**src/rtl/otter_dbg_pkg.sv**
```systemverilog
// Shared definitions for the OTTER debug readout blocks.
//   XLEN_DEF / ADDR_W_DEF : default register width and register index width
//   state_t               : dump engine states (IDLE, READ, SEND)
//   dump_word_t           : one streamed word at default widths (data, idx, last)
package otter_dbg_pkg;

  localparam int unsigned XLEN_DEF   = 32;
  localparam int unsigned ADDR_W_DEF = 5;

  typedef enum logic [1:0] {
    IDLE = 2'd0,
    READ = 2'd1,
    SEND = 2'd2
  } state_t;

  typedef struct packed {
    logic [XLEN_DEF-1:0]   data;
    logic [ADDR_W_DEF-1:0] idx;
    logic                  last;
  } dump_word_t;

endpackage

```
**src/rtl/reg_dump_reader.sv**
```systemverilog
// Debug readout engine for the OTTER register file.
// Walks first_reg..last_reg through the register file's spare read port and
// streams each value over a valid/ready interface, holding the core while
// active so the snapshot is consistent.
//
// Ports:
//   clk, rst                 rising-edge clock, synchronous active-high reset
//   start, first_reg,        dump request and inclusive index range,
//   last_reg                 sampled only in IDLE
//   abort                    cancel an in-progress dump (no done pulse)
//   rd_adr / rd_data         register-file read port (combinational read)
//   cpu_hold, busy           high whenever not IDLE
//   out_valid/out_ready      stream handshake
//   out_data/out_idx/out_last word, its index, last-of-range flag
//   done                     one-cycle pulse on completion or rejected range
//   range_err                one-cycle pulse with done when first_reg > last_reg
module reg_dump_reader
  import otter_dbg_pkg::*;
#(
  parameter int unsigned XLEN   = XLEN_DEF,
  parameter int unsigned ADDR_W = ADDR_W_DEF
) (
  input  logic              clk,
  input  logic              rst,
  input  logic              start,
  input  logic [ADDR_W-1:0] first_reg,
  input  logic [ADDR_W-1:0] last_reg,
  input  logic              abort,
  output logic [ADDR_W-1:0] rd_adr,
  input  logic [XLEN-1:0]   rd_data,
  output logic              cpu_hold,
  output logic              out_valid,
  input  logic              out_ready,
  output logic [XLEN-1:0]   out_data,
  output logic [ADDR_W-1:0] out_idx,
  output logic              out_last,
  output logic              busy,
  output logic              done,
  output logic              range_err
);

  state_t            state_q, state_d;
  logic [ADDR_W-1:0] rd_ptr_q, rd_ptr_d;
  logic [ADDR_W-1:0] last_q, last_d;
  logic [XLEN-1:0]   data_q, data_d;
  logic [ADDR_W-1:0] idx_q, idx_d;
  logic              lastf_q, lastf_d;
  logic              valid_q, valid_d;
  logic              done_q, done_d;
  logic              rerr_q, rerr_d;
  logic              load;

  always_comb begin
    state_d  = state_q;
    rd_ptr_d = rd_ptr_q;
    last_d   = last_q;
    data_d   = data_q;
    idx_d    = idx_q;
    lastf_d  = lastf_q;
    valid_d  = valid_q;
    done_d   = 1'b0;
    rerr_d   = 1'b0;
    load     = 1'b0;

    case (state_q)
      IDLE: begin
        if (start) begin
          if (first_reg <= last_reg) begin
            rd_ptr_d = first_reg;
            last_d   = last_reg;
            state_d  = READ;
          end else begin
            done_d = 1'b1;
            rerr_d = 1'b1;
          end
        end
      end
      READ: begin
        load    = 1'b1;
        state_d = SEND;
      end
      SEND: begin
        if (out_ready) begin
          if (lastf_q) begin
            valid_d = 1'b0;
            done_d  = 1'b1;
            state_d = IDLE;
          end else begin
            // Refill the holding register on the accepting edge so a
            // continuously ready sink sees one word per cycle.
            load = 1'b1;
          end
        end
      end
      default: state_d = IDLE;
    endcase

    if (load) begin
      data_d   = rd_data;
      idx_d    = rd_ptr_q;
      lastf_d  = (rd_ptr_q == last_q);
      valid_d  = 1'b1;
      rd_ptr_d = rd_ptr_q + ADDR_W'(1);
    end

    // Abort overrides any coincident handshake or completion.
    if (abort && (state_q != IDLE)) begin
      state_d = IDLE;
      valid_d = 1'b0;
      done_d  = 1'b0;
    end
  end

  always_ff @(posedge clk) begin
    if (rst) begin
      state_q  <= IDLE;
      rd_ptr_q <= '0;
      last_q   <= '0;
      data_q   <= '0;
      idx_q    <= '0;
      lastf_q  <= 1'b0;
      valid_q  <= 1'b0;
      done_q   <= 1'b0;
      rerr_q   <= 1'b0;
    end else begin
      state_q  <= state_d;
      rd_ptr_q <= rd_ptr_d;
      last_q   <= last_d;
      data_q   <= data_d;
      idx_q    <= idx_d;
      lastf_q  <= lastf_d;
      valid_q  <= valid_d;
      done_q   <= done_d;
      rerr_q   <= rerr_d;
    end
  end

  assign rd_adr    = rd_ptr_q;
  assign cpu_hold  = (state_q != IDLE);
  assign busy      = cpu_hold;
  assign out_valid = valid_q;
  assign out_data  = data_q;
  assign out_idx   = idx_q;
  assign out_last  = lastf_q;
  assign done      = done_q;
  assign range_err = rerr_q;

endmodule

```
**config.mk**
```make
export PLATFORM = sky130hd
export DESIGN_NAME = reg_dump_reader
export DESIGN_NICKNAME = d
export VERILOG_FILES = /design/src/rtl/otter_dbg_pkg.sv /design/src/rtl/reg_dump_reader.sv
export SDC_FILE = /design/constraint.sdc
export NUM_CORES = 1
export LEC_CHECK = 0
export ABC_AREA = 0
export CAP_MARGIN = 20
export CORE_ASPECT_RATIO = 0.5
export CORE_MARGIN = 5
export CORE_UTILIZATION = 45
export CTS_CLUSTER_DIAMETER = 80
export DETAILED_ROUTE_END_ITERATION = 10
export GPL_TIMING_DRIVEN = 1
export PLACE_DENSITY = 0.88
export RECOVER_POWER = 100
export SLEW_MARGIN = 20
export SYNTH_ARGS = -nofsm -noshare
export SYNTH_HDL_FRONTEND = slang
export SYNTH_SLANG_ARGS = --single-unit
export TNS_END_PERCENT = 50
```
**constraint.sdc**
```tcl
create_clock -name clk -period 4.4 [get_ports clk]
set_input_delay 0.66 -clock clk [delete_from_list [all_inputs] [get_ports clk]]
set_output_delay 0.66 -clock clk [all_outputs]
set_load 0.1 [all_outputs]
```
== Word level (Yosys, flattened, before mapping) ==
Cells that the tools add are included.

* Bits in registers: 53
* Input port bits: 47
* Output and inout port bits: 48
* Logic and storage cells: 55

* $add $sub $neg: 1
* Order comparisons: 1
* Eq/ne operators: 7
* Muxes and demuxes: 21
* Bitwise gates (word level): 1
* Reductions and logical operators: 15

{| class="wikitable"
|+ Operators by type and width
! cell !! count
|-
| 5-bit two-way mux || 4
|-
| 2-bit nonzero test || 7
|-
| 1-bit two-way mux || 10
|-
| 3-bit AND reduction || 3
|-
| 2-bit two-way mux || 4
|-
| 2-bit != test, second input constant || 4
|-
| 2-bit case mux with 3 select lines || 1
|-
| 5-bit by 1-bit adder with 5-bit output, second input constant || 1
|-
| 5-bit equality test || 1
|-
| 5-bit less-or-equal comparator || 1
|-
| 1-bit case mux with 2 select lines || 2
|-
| 4-bit AND reduction || 1
|-
| 2-bit OR reduction || 2
|-
| 2-bit by 1-bit equality test with 1-bit output, second input constant || 1
|-
| 2-bit equality test, second input constant || 1
|-
| 2-bit logical NOT || 1
|-
| 1-bit logical AND || 1
|-
| 1-bit inverter || 1
|}

== Depth between registers and ports, before layout ==
Gate-level depths: netlist of the first run.

* Depth in word-level cells: 5
* Depth in mapped cells: 8
* Mapped depth without buffers: 7

== Worst setup path after synthesis of the first run ==
No wires, ideal clock.

* Path kind: flip-flop to output port
* Start: register state_q[0]
* End: output port cpu_hold
* Data arrival time: 1.728 ns
* Data required time: 3.740 ns
* Slack: 2.012 ns
* Stages on the path, launching flop included: 5
* Buffers on the path: 1
* Cells stage by stage: dfxtp_1 inv_1 ha_1 inv_1 buf_4

* Cells in the longest elaborated chain, start to end: 1

{| class="wikitable"
|+ Ends and longest elaborated chain
! what !! line !! source
|-
| start: declaration || reg_dump_reader.sv:42 || <nowiki>state_t state_q, state_d;</nowiki>
|-
| start signal: assignment || reg_dump_reader.sv:126 || <nowiki>state_q <= state_d;</nowiki>
|-
| 2-bit nonzero test || reg_dump_reader.sv:139 || <nowiki>assign cpu_hold = (state_q != IDLE);</nowiki>
|-
| end: declaration || reg_dump_reader.sv:31 || <nowiki>output logic cpu_hold,</nowiki>
|}

Every way passes these cells.

== Final worst setup path of the first run ==
* Start: input port out_ready
* End: register data_q[8] (netlist: out_data[8])

* Cells in the longest elaborated chain, start to end: 2

{| class="wikitable"
|+ Ends and longest elaborated chain
! what !! line !! source
|-
| start: declaration || reg_dump_reader.sv:33 || <nowiki>input logic out_ready,</nowiki>
|-
| 1-bit two-way mux || reg_dump_reader.sv:83 || <nowiki>if (out_ready) begin</nowiki>
|-
| 1-bit case mux with 2 select lines || reg_dump_reader.sv:65 || <nowiki>case (state_q)</nowiki>
|-
| end signal: assignment || reg_dump_reader.sv:129 || <nowiki>data_q <= data_d;</nowiki>
|-
| end: declaration || reg_dump_reader.sv:45 || <nowiki>logic [XLEN-1:0] data_q, data_d;</nowiki>
|}

Every way passes these cells.
A chain may end at the register's enable or synchronous reset.

==> results of run 1 <==
## final timing paths
kind,end,cells past startpoint
max,out_data[8]$_SDFFE_PP0P_,6
min reg2reg,out_data[17]$_SDFFE_PP0P_,2
min,out_data[17]$_SDFFE_PP0P_,2
max reg2reg,out_data[8]$_SDFFE_PP0P_,7
## registers in the layout, indices dropped and copies added, names as in the netlist
name	count
rd_adr	5
last_q	5
out_valid	1
done	1
out_last	1
out_idx	5
state_q	2
range_err	1
out_data	32
## metal layers
layer / vias to the layer above / global-route usage (%) / share of wire (%)
li1: 1092 / - / -
met1: 1040 / 23.65 / 42
met2: 44 / 33.10 / 54
met3: 10 / 3.344 / 2.9
met4: 0 / 5.684 / 0.96
met5: - / 0 / 0
## final cells by class
| cell class | count | area share (%) |
|---|---|---|
| sequential | 53 | 32.05 |
| multi-input combinational | 195 | 31.63 |
| timing repair buffer | 96 | 28.61 |
| tap | 70 | 2.645 |
| clock buffer | 5 | 2.079 |
| clock inverter | 3 | 2.079 |
| inverter | 8 | 0.9070 |
## worst reg2reg max path, stage by stage, from the launching register on
cell and delay, ps:
dfxtp_1 370, inv_1 70, ha_1 220, and3b_1 210
o21ai_1 1420, clkbuf_1 680, nand2_1 120, a21oi_1 180
## cell usage in the layout, fill, tap and decap left out, types with 2 or more instances in the layout
cell / count
ha_1: 9
inv_1: 8
xor2_1: 3
a211oi_2: 3
and3_1: 2
nand2_1: 92
bufinv_16: 2
nand3_1: 2
dfxtp_1: 53
a21oi_1: 50
xnor2_1: 2
o211a_1: 2
dlygate4sd3_1: 50
clkbuf_8: 5
o21ai_0: 2
and4_4: 2
clkdlybuf4s50_1: 43
a31oi_1: 3
nor2_1: 4
## kinds of logic (layout without fill, tap and decap cells)
kind of cell	Yosys count	in the layout	share of synthesized area [%]
and+or+nand+nor	107	107	19.83
AOI/OAI and AO/OA	73	73	20.72
DFF	53	53	47.11
buffers and inverters	25	112	4.945
adders and majority gates	9	9	5.000
xor gates and xnor gates	5	5	1.945
muxes	1	1	0.4445
## where the power goes
part / switching, mW / internal [mW]
Combinational: 0.274 / 0.112
Clock: 0.166 / 0.229
Sequential: 0.0227 / 0.506
==> flow_metrics.py, run 1 <==
metrics = {
    "setup_path": {
        "r2r-start": "state_q[0]$_SDFFE_PP0P_",
        "critical_path_class": "in2reg",
        "cp_slowest_cell": "o21ai_1",
        "start_kind": "input pin",
        "crit_start": "out_ready",
        "cp.arrival_ps": 3700,
        "critPathRequiredTime_ps": 4630,
        "reg2reg_slack_ps": 1040,
        "path_buf_inv": 2,
        "cp_slowest_stage_delay_ps": 1420,
        "critPathCaptureType": "flip-flop",
        "critical_path.top_delay_family": "compound AO/OA/AOI/OAI gates",
        "crit_chain": "clkdlybuf4s50_1, and3b_1, o21ai_1, clkbuf_1, nand2_1, a21oi_1",
        "critPathMaxFanout": 27,
    },
    "synthesis": {
        "synth_top_area_share_pct": 47.11,
        "postSynthCellCount": 273,
        "seq_area_frac_synth_pct": 47.11,
        "synth-seq-cells": 53,
        "yosysWarnings": 0,
        "post-synth-top-count-cell": "nand2_1",
        "synth_cell_type_count": 38,
        "syn_area_um2": 2252,
        "synth_top_area_cell": "dfxtp_1",
        "synth_nets": 329,
        "avgSynthCellArea_um2": 8.250,
        "synth_edf_count": 0,
        "synthArstFlopShare_pct": 0,
        "synthTopCellsByCount": "nand2_1, dfxtp_1, a21oi_1, ha_1",
        "yosys_most_used_dff": "dfxtp_1",
        "synth.area.top_cells": "dfxtp_1, nand2_1, a21oi_1",
    },
    "clock_network": {
        "root_buffer": "clkbuf_8",
        "cts-resized-gates": 0,
        "cts_tree": "built",
        "cts_buffer_depth": 2,
        "cts_hold_buf": 0,
        "clk_latency_ps": 310,
        "clkTransAtPathRegs_ps": 100,
        "cts_max_level": 2,
        "cts_setup_buffers": 0,
        "cts.sinks": 53,
        "numCtsBuffers": 5,
    },
    "timing": {
        "tightest_slew_ps": 1897,
        "fin_skew_ps": 5.744,
        "setup_viol": 0,
        "period_share_pct": 78.88,
        "fin_ws_ps": 929.3,
        "rsz0062_at_grt": "no",
        "max_freq_ghz": 0.2881,
        "whs_ps": 454.7,
        "hold_violations": 0,
        "relSlewSlack_pct": -27.29,
        "tns_ps": 0,
        "post-route-min-period_ps": 3471,
        "slew_viol_final": 28,
    },
    "global_route": {
        "grt_max_degree": 52,
        "gr-total-overflow": 0,
        "antenna_found_initial": 0,
        "grt_pass1_wl_um": 9749,
        "grtUsageTotal_pct": 18.76,
        "grt_pass1_vias": 2077,
    },
    "finish": {
        "multi_input_area_um2": 1047,
        "stdcell_count": 430,
        "drive_gt1_share_pct": 4.167,
        "n_fill_cell": 391,
        "seq_area_um2": 1061,
        "final_area_um2": 3311,
        "antenna_cells": 0,
        "fin_nets": 415,
        "area_growth_pct": 47.00,
        "finish.utilization_pct": 67.74,
    },
    "placement": {
        "place_ws_ps": 1544,
        "dp_cells": 422,
        "place_area_um2": 3209,
        "gp_congestion": 0.7685,
        "io_buffer_count": 94,
        "place_hpwl_um": 4469,
    },
    "detailed_routing": {
        "vias": 2186,
        "dr.pass1.iters": 4,
        "detail_route.iter0.violations": 90,
        "via_per_inst": 5.084,
        "drc": 0,
        "wl_per_cell_um": 14.32,
        "wirelength_um": 6158,
        "ant_nets": 0,
    },
    "hold_path": {
        "min_from": "out_data[17]$_SDFFE_PP0P_",
        "holdCritPathClass": "reg2reg",
    },
    "power_and_ir_drop": {
        "power_density_nw_per_um2": 395.5,
        "p_total_mw": 1.309,
        "leakage_nw": 1.377,
        "ir_worst_vdd_v": 0.0001896,
    },
    "floorplanning": {
        "ioPinCount": 95,
        "start_util_pct": 46.08,
        "dieArea_um2": 6605,
        "rows": 18,
        "coreArea_um2": 4887,
        "die_h_um": 60.03,
        "die_w_um": 110.0,
    },
    "flow_run": {
        "maxCapViolations": 1,
    },
    "status": {
        "status": "finished, violations left",
        "violations": "max-capacitance violations, max-slew violations",
    },
}
No activity file was read; power rests on OpenSTA's default activity.
==> inputs of run 2 (changes only) <==
- CORE_UTILIZATION: 45 -> 42
- PLACE_DENSITY: 0.88 -> 0.83
- clock period: 4.4 -> 3.2 ns (I/O delays scaled with it)
==> run 2 against run 1 <==
The flow now finishes without violations. Total power rose by 31%. Utilization shrank 3.7 points. Setup slack got worse by 340 ps. Largest cell class unchanged. Sequential share of layout area rose by 0.64 points. Sequential cell count is the same. Critical endpoint is now rd_adr[4]$_SDFFE_PP0P_. Critical path type unchanged.
==> flow_metrics.py, run 2 (synthesized netlist as in run 1, its figures left out) <==
metrics = {
    "setup_path": {
        "critical_path_class": "in2reg",
        "cp_slowest_stage_delay_ps": 560,
        "crit_chain": "dlygate4sd3_1, inv_1, ha_1, nor2b_1, o31ai_1, a41o_1, nand2_1, o221a_1",
        "path_buf_inv": 2,
        "critical_path.top_delay_family": "compound AO/OA/AOI/OAI gates",
        "cp.arrival_ps": 2820,
        "critPathRequiredTime_ps": 3410,
        "start_kind": "input pin",
        "reg2reg_to": "rd_adr[4]$_SDFFE_PP0P_",
        "critPathMaxFanout": 10,
        "reg2reg_depth": 7,
        "critPathCaptureType": "flip-flop",
        "reg2reg_slack_ps": 920,
        "r2r-start": "state_q[0]$_SDFFE_PP0P_",
        "cp_slowest_cell": "dlygate4sd3_1",
    },
    "floorplanning": {
        "coreArea_um2": 5067,
        "die_h_um": 61.78,
        "ioPinCount": 95,
        "dieArea_um2": 7016,
        "start_util_pct": 44.44,
        "rows": 18,
        "die_w_um": 113.6,
    },
    "placement": {
        "gp_congestion": 0.7536,
        "io_buffer_count": 94,
        "dp_cells": 424,
        "place_hpwl_um": 4599,
        "place_ws_ps": 512.1,
    },
    "clock_network": {
        "cts_setup_buffers": 0,
        "cts_hold_buf": 0,
        "cts_buffer_depth": 2,
        "cts_max_level": 2,
        "clkTransAtPathRegs_ps": 100,
        "root_buffer": "clkbuf_8",
        "numCtsBuffers": 5,
        "cts-resized-gates": 0,
        "cts.sinks": 53,
        "clk_latency_ps": 310,
        "cts_tree": "built",
    },
    "detailed_routing": {
        "vias": 2187,
        "detail_route.iter0.violations": 158,
        "ant_nets": 0,
        "drc": 0,
        "wl_per_cell_um": 14.48,
        "via_per_inst": 5.063,
        "wirelength_um": 6257,
        "dr.pass1.iters": 5,
    },
    "timing": {
        "tightest_slew_ps": 1217,
        "relSlewSlack_pct": 19.22,
        "post-route-min-period_ps": 2614,
        "hold_violations": 0,
        "setup_viol": 0,
        "max_freq_ghz": 0.3825,
        "fin_ws_ps": 585.6,
        "rsz0062_at_grt": "no",
        "period_share_pct": 81.70,
        "whs_ps": 453.5,
        "slew_viol_final": 0,
        "tns_ps": 0,
        "fin_skew_ps": 5.799,
    },
    "finish": {
        "seq_area_um2": 1061,
        "n_fill_cell": 453,
        "mostFrequentLayoutCells": "nand2_1, dfxtp_1, a21oi_1",
        "antenna_cells": 0,
        "largest_reg_flops": 32,
        "stdcell_count": 432,
        "multi_input_area_um2": 1050,
        "drive_gt1_share_pct": 4.696,
        "final_common_cell": "nand2_1",
        "area_growth_pct": 44.11,
        "fin_nets": 417,
    },
    "global_route": {
        "grtUsageTotal_pct": 17.71,
        "grt_pass1_vias": 2125,
        "gr-total-overflow": 0,
        "antenna_found_initial": 0,
        "grt_max_degree": 45,
        "grt_pass1_wl_um": 9977,
    },
    "flow_run": {
        "maxCapViolations": 0,
    },
    "power_and_ir_drop": {
        "ir_worst_vdd_v": 0.0002283,
        "swShare_pct": 36.28,
        "internal_power_mw": 1.093,
        "pwr-share-clk_pct": 27.4,
        "sequentialPowerShare_pct": 42.3,
        "leakage_nw": 1.327,
        "combPwrFrac_pct": 30.3,
        "power_density_nw_per_um2": 528.6,
        "p_switching_mw": 0.6224,
        "p_total_mw": 1.716,
    },
    "hold_path": {
        "min_to": "out_data[6]$_SDFFE_PP0P_",
        "min_path_cells": 2,
        "holdCritPathClass": "reg2reg",
        "min_from": "out_data[6]$_SDFFE_PP0P_",
    },
    "status": {
        "status": "completed",
    },
}
-- run 2: changes by cell type in the layout (fill, tap and decap cells not counted) --
cell / change
a211oi_1: +1
a211oi_2: -1
a41oi_1: -1
a41oi_2: +1
buf_4: +2
bufinv_16: -1
clkbuf_1: +10
clkbuf_2: +1
clkbuf_8: +1
dlygate4sd3_1: -10
inv_6: -1
-- run 2: worst register-to-register path, stage by stage, from the launching register on --
cell and delay [ps]:
dfxtp_1 370, inv_1 80, ha_1 220, and3b_1 200, o21ai_0 140, clkbuf_2 710, nand2_1 170, o221a_1 290
-- run 2: through the flow --
stage	cell area (um^2)	util, %
floorplan	2252	-
global placement	3199	63.14
detailed placement	3199	63.14
CTS	3316	65.43
global route	3246	64.05
finish	3246	64.05
-- run 2: worst max-delay path by stage --
stage / cells after the start / to / from
after floorplan: 4 / cpu_hold / state_q[0]$_SDFFE_PP0P_
after global placement: 8 / rd_adr[4]$_SDFFE_PP0P_ / first_reg[0]
after detailed placement: 8 / rd_adr[4]$_SDFFE_PP0P_ / first_reg[0]
after CTS: 8 / rd_adr[4]$_SDFFE_PP0P_ / first_reg[0]
after global routing: 8 / rd_adr[4]$_SDFFE_PP0P_ / last_reg[1]
final: 8 / rd_adr[4]$_SDFFE_PP0P_ / last_reg[1]
-- run 2: cell type report --
| cell class | instances | share of cell area, % |
|---|---|---|
| sequential | 53 | 32.69 |
| clock buffer | 7 | 2.660 |
| tap | 70 | 2.699 |
| multi-input combinational | 195 | 32.34 |
| inverter | 8 | 0.9252 |
| timing repair buffer | 98 | 27.76 |
| clock inverter | 1 | 0.9252 |
-- run 2: power by group through the flow --
stage          sequential [mW]  clock (mW)  combinational, mW
3_5_place_dp             0.743           0              0.545
4_1_cts                  0.727       0.478              0.549
6_report                 0.726       0.469              0.520
5_1_grt                  0.732       0.504              0.549
2_1_floorplan            0.935           0              0.201
3_3_place_gp             0.740           0              0.538
-- run 2: per-layer routing --
layer  vias to the layer above  track usage [%]  part of all wire [%]
li1                       1089                -                     -
met3                        14            3.578                   4.8
met2                        68            31.72                    51
met1                      1016            21.75                    42
met4                         0            6.849                   2.1
met5                         -                0                     0
